File: src/rtl/sram_access_controller.sv
`default_nettype none
// +----------------------------------------------------------------------------+
// | sram_access_controller: splits 32-bit MEM-stage accesses into two 16-bit   |
// | asynchronous SRAM transfers (low, high) plus fixed wait padding.           |
// | Revision: 1.0                                                              |
// +----------------------------------------------------------------------------+
module sram_access_controller #(
  parameter logic [31:0] BASE_ADDR     = 32'd1024,
  parameter int          ACCESS_CYCLES = 6
) (
  input  logic        clk,
  input  logic        rst,
  input  logic        read_en,
  input  logic        write_en,
  input  logic [31:0] address,
  input  logic [31:0] writeData,
  output logic [31:0] readData,
  output logic        ready,
  output logic [17:0] SRAM_ADDR,
  output logic [15:0] SRAM_DQ_OUT,
  output logic        SRAM_DQ_OE,
  input  logic [15:0] SRAM_DQ_IN,
  output logic        SRAM_WE_N,
  output logic        SRAM_OE_N,
  output logic        SRAM_CE_N,
  output logic        SRAM_UB_N,
  output logic        SRAM_LB_N
);

  localparam int CNT_W = $clog2(ACCESS_CYCLES + 1);
  localparam logic [CNT_W-1:0] WAIT_LAST =
      CNT_W'((ACCESS_CYCLES > 3) ? (ACCESS_CYCLES - 4) : 0);

  typedef enum logic [2:0] {
    IDLE = 3'd0,
    LOW  = 3'd1,
    HIGH = 3'd2,
    WAIT = 3'd3,
    DONE = 3'd4
  } state_t;

  state_t           state;
  logic [CNT_W-1:0] wait_cnt;
  logic             is_write;
  logic [16:0]      word_addr;
  logic [15:0]      wdata_hi;
  logic [15:0]      rd_lo;
  logic [15:0]      rd_hi;
  logic [16:0]      word_addr_next;

  // Out-of-range addresses wrap modulo the 2^17-word SRAM.
  assign word_addr_next = 17'((address - BASE_ADDR) >> 2);

  assign ready = ((state == IDLE) && !(read_en || write_en)) || (state == DONE);

  // Strobes are registered: each transition loads the values for the state being entered.
  always_ff @(posedge clk) begin
    if (rst) begin
      state       <= IDLE;
      wait_cnt    <= '0;
      is_write    <= 1'b0;
      word_addr   <= '0;
      wdata_hi    <= '0;
      rd_lo       <= '0;
      rd_hi       <= '0;
      readData    <= '0;
      SRAM_ADDR   <= '0;
      SRAM_DQ_OUT <= '0;
      SRAM_DQ_OE  <= 1'b0;
      SRAM_WE_N   <= 1'b1;
      SRAM_OE_N   <= 1'b1;
      SRAM_CE_N   <= 1'b1;
      SRAM_UB_N   <= 1'b1;
      SRAM_LB_N   <= 1'b1;
    end else begin
      case (state)
        IDLE: begin
          if (read_en || write_en) begin
            is_write    <= write_en;
            word_addr   <= word_addr_next;
            wdata_hi    <= writeData[31:16];
            SRAM_ADDR   <= {word_addr_next, 1'b0};
            SRAM_DQ_OUT <= writeData[15:0];
            SRAM_DQ_OE  <= write_en;
            SRAM_WE_N   <= ~write_en;
            SRAM_OE_N   <= write_en;
            SRAM_CE_N   <= 1'b0;
            SRAM_UB_N   <= 1'b0;
            SRAM_LB_N   <= 1'b0;
            state       <= LOW;
          end
        end
        LOW: begin
          if (!is_write) rd_lo <= SRAM_DQ_IN;
          SRAM_ADDR   <= {word_addr, 1'b1};
          SRAM_DQ_OUT <= wdata_hi;
          state       <= HIGH;
        end
        HIGH: begin
          if (!is_write) rd_hi <= SRAM_DQ_IN;
          SRAM_DQ_OE <= 1'b0;
          SRAM_WE_N  <= 1'b1;
          SRAM_OE_N  <= 1'b1;
          SRAM_UB_N  <= 1'b1;
          SRAM_LB_N  <= 1'b1;
          wait_cnt   <= '0;
          if (ACCESS_CYCLES == 3) begin
            SRAM_CE_N <= 1'b1;
            if (!is_write) readData <= {SRAM_DQ_IN, rd_lo};
            state <= DONE;
          end else begin
            state <= WAIT;
          end
        end
        WAIT: begin
          wait_cnt <= wait_cnt + CNT_W'(1);
          if (wait_cnt == WAIT_LAST) begin
            SRAM_CE_N <= 1'b1;
            if (!is_write) readData <= {rd_hi, rd_lo};
            state <= DONE;
          end
        end
        DONE: begin
          state <= IDLE;
        end
        default: begin
          state <= IDLE;
        end
      endcase
    end
  end

endmodule
`default_nettype wire

File: config.mk
export PLATFORM = sky130hd
export DESIGN_NAME = sram_access_controller
export DESIGN_NICKNAME = d
export VERILOG_FILES = /design/src/rtl/sram_access_controller.sv
export SDC_FILE = /design/constraint.sdc
export NUM_CORES = 1
export LEC_CHECK = 0
export CAP_MARGIN = 10
export CORE_MARGIN = 2
export CORE_UTILIZATION = 39
export CTS_BUF_LIST = sky130_fd_sc_hd__clkbuf_16
export CTS_CLUSTER_DIAMETER = 100
export DETAILED_ROUTE_END_ITERATION = 8
export PLACE_DENSITY_LB_ADDON = 0.08
export SYNTH_ARGS = -nofsm -noshare
export SYNTH_HDL_FRONTEND = slang
export SYNTH_SLANG_ARGS = --single-unit
File: constraint.sdc
create_clock -name clk -period 5 [get_ports clk]
set_input_delay 0.75 -clock clk [delete_from_list [all_inputs] [get_ports clk]]
set_output_delay 0.75 -clock clk [all_outputs]
set_load 0.005 [all_outputs]
==> impl_metrics.env <==
export IMPL_drt_pass1_iter_count=4
export IMPL_wl_per_cell_um=14.3
export IMPL_period_needed_ns=2.98
export IMPL_grt_overflow=0
export IMPL_min_period_over_period_pct=59.5
export IMPL_vdd_ir_drop_max_uv=190
export IMPL_via_per_inst=5.02
export IMPL_leakage_nw=2.59
export IMPL_final_setup_skew_ns=0.00535
export IMPL_combinationalPowerShare_pct=13.2
export IMPL_fmax_ghz=0.336
export IMPL_setup_viol_count_final=0
export IMPL_tritoncts="built"
export IMPL_yosys_warnings=0
export IMPL_synth_edf_count=0
export IMPL_synth_seq_area_share_pct=53.9
export IMPL_maxSlewViolCount=0
export IMPL_netlist_area_sq_um=5310
export IMPL_grt_max_degree=93
export IMPL_sequentialPowerShare_pct=46.3
export IMPL_final_common_cell="nand2_1"
export IMPL_htreeDepth=4
export IMPL_grt_busiest_layer="met2"
export IMPL_clk_latency_ns=0.41
export IMPL_max_slew_margin_pct=24.5
export IMPL_pin_count=157
export IMPL_synth_flop_cell="dfxtp_1"
export IMPL_io_buffers=141
export IMPL_power_mw=2.72
export IMPL_syn_num_nets=744
export IMPL_postCtsHoldBufs=0
export IMPL_setup_tns_ns=0
export IMPL_rsz0062_at_grt="no"
export IMPL_worstSetupPathType="in -> out"
export IMPL_die_w_um=121
export IMPL_cts_sinks=143
export IMPL_drive_gt1_share_pct=4.99
export IMPL_use_met1_pct=23.5
export IMPL_end_kind="output port"
export IMPL_synthToLayoutAreaGrowth_pct=37.6
export IMPL_cp_start_kind="primary input"
export IMPL_ys_seq_elements=143
export IMPL_multiInputGateArea_sq_um=2240
export IMPL_cellPowerDensity_nw_per_um2=373
export IMPL_fillCellCount=1283
export IMPL_detail_route_antenna_nets=0
export IMPL_coreArea_sq_um=13200
export IMPL_clkTransAtPathRegs_ns=0.06
export IMPL_crit_required_ns=4.25
export IMPL_worstHoldPathType="reg -> reg"
export IMPL_grtUsageTotal_pct=19.6
export IMPL_syn_inst=657
export IMPL_dieArea_sq_um=14600
export IMPL_grt_use_met2_pct=33.0
export IMPL_routed_wl_mm=13.7
export IMPL_dp_hpwl_mm=8.92
export IMPL_clkPwrFrac_pct=40.5
export IMPL_crit_fanout=6
export IMPL_fin_cells=958
export IMPL_initial_utilization_pct=40.1
export IMPL_status="complete, no violations"
export IMPL_final_nets=857
export IMPL_diodes=0
export IMPL_grt_pass1_vias=4745
export IMPL_sw_frac_of_total_pct=24.7
export IMPL_grt_pass1_wl_mm=22.6
export IMPL_yosysUniqueCellTypes=44
export IMPL_grt_util_met3_pct=6.08
export IMPL_layout_area_seq_sq_um=2860
export IMPL_arrival_ns=2.23
export IMPL_place_inst=927
export IMPL_rows=42
export IMPL_cts_root_buffer_cell="clkbuf_16"
export IMPL_maxCapViolCount=0
export IMPL_avgSynthCellArea_sq_um=8.08
export IMPL_die_h_um=121
export IMPL_clk_path_buf_depth=2
export IMPL_antenna_found_initial=0
export IMPL_gp_congestion=0.778
export IMPL_route_detailed_drc=0
export IMPL_ys_async_sr_fraction_pct=0
export IMPL_tightest_slew_ns=1.13
export IMPL_drt_iter0_drc=333
export IMPL_hold_viol=0
export IMPL_most_common_layout_cells="nand2_1, dfxtp_1, clkdlybuf4s50_1"
export IMPL_post_cts_resized=0
export IMPL_cts_setup_buffers=0
export IMPL_vias=4809
export IMPL_internal_power_mw=2.05
export IMPL_switching_power_uw=673
export IMPL_numCtsBuffers=17
critical path, stage by stage:
cell and delay, ns:
clkdlybuf4s50_1 0.52, o21ba_2 0.27, nor3_1 0.16, clkdlybuf4s50_1 0.53
final timing paths:
kind              from      endpoint  slack [ns]  depth (start not counted)
max           write_en         ready        2.02                          4
min reg2reg  rd_hi[13]  readData[29]        0.45                          2
max reg2reg   state[0]  readData[10]        2.54                          5
min          rd_hi[13]  readData[29]        0.45                          2
logic make-up (layout without fill, tap and decap cells):
kind of cell    count (synthesis)  after routing  synth area share [%]
simple gates                  268            268                  20.6
compound gates                183            183                  20.1
flops                         143            143                  53.9
buf+inv                        57            182                  4.27
fa+ha+maj                       3              3                 0.707
xor+xnor                        3              3                 0.495
synth_stat cells (3+ instances only):
library cell	n	area share, %
nand2_1	209	15
nor2_1	33	2.3
inv_1	5	0.35
a22oi_1	14	2.0
buf_2	6	0.57
clkbuf_1	44	3.1
o21ai_0	4	0.38
ha_1	3	0.71
nor3_1	7	0.66
dfxtp_1	143	54
a211oi_1	18	2.5
a21oi_1	128	12
power groups by stage:
stage	clock, mW	sequential [mW]	combinational, mW
3_3_place_gp	0	1.28	0.357
5_1_grt	1.18	1.27	0.403
6_report	1.10	1.26	0.361
4_1_cts	1.13	1.26	0.365
2_1_floorplan	0	1.28	0.191
3_5_place_dp	0	1.29	0.362
layer usage:
layer,up-vias,routed length (um)
met4,0,181
li1,2433,-
met3,14,789
met1,2240,6230
met5,-,0
met2,122,6480
per-stage QoR:
stage	setup slack, ns	hold WS [ns]	util [%]	cell area, sq um
after floorplan	2.74	0.432	-	5310
after global placement	1.99	0.437	51.3	6790
after detailed placement	2.00	0.446	51.3	6790
after CTS	1.99	0.455	55.2	7300
after global routing	1.96	0.467	55.2	7300
final	2.02	0.452	55.2	7300
state kept, by name, indices dropped and copies added (netlist names):
register and flops:
SRAM_ADDR 18, rd_hi 16, SRAM_CE_N 1, SRAM_LB_N 1
word_addr 17, SRAM_WE_N 1, is_write 1, wait_cnt 3
SRAM_DQ_OE 1, state 3, SRAM_DQ_OUT 16, wdata_hi 16
readData 32, rd_lo 16, SRAM_OE_N 1
layout make-up:
type | count | area share [%]
flip-flops and latches | 143 | 39.2
clock buffers | 17 | 5.82
well taps | 176 | 3.01
multi-input cells | 457 | 30.7
clock inverters | 14 | 1.18
repair buffers | 146 | 19.8
inverters | 5 | 0.257
Power figures use the tool's default switching activity.
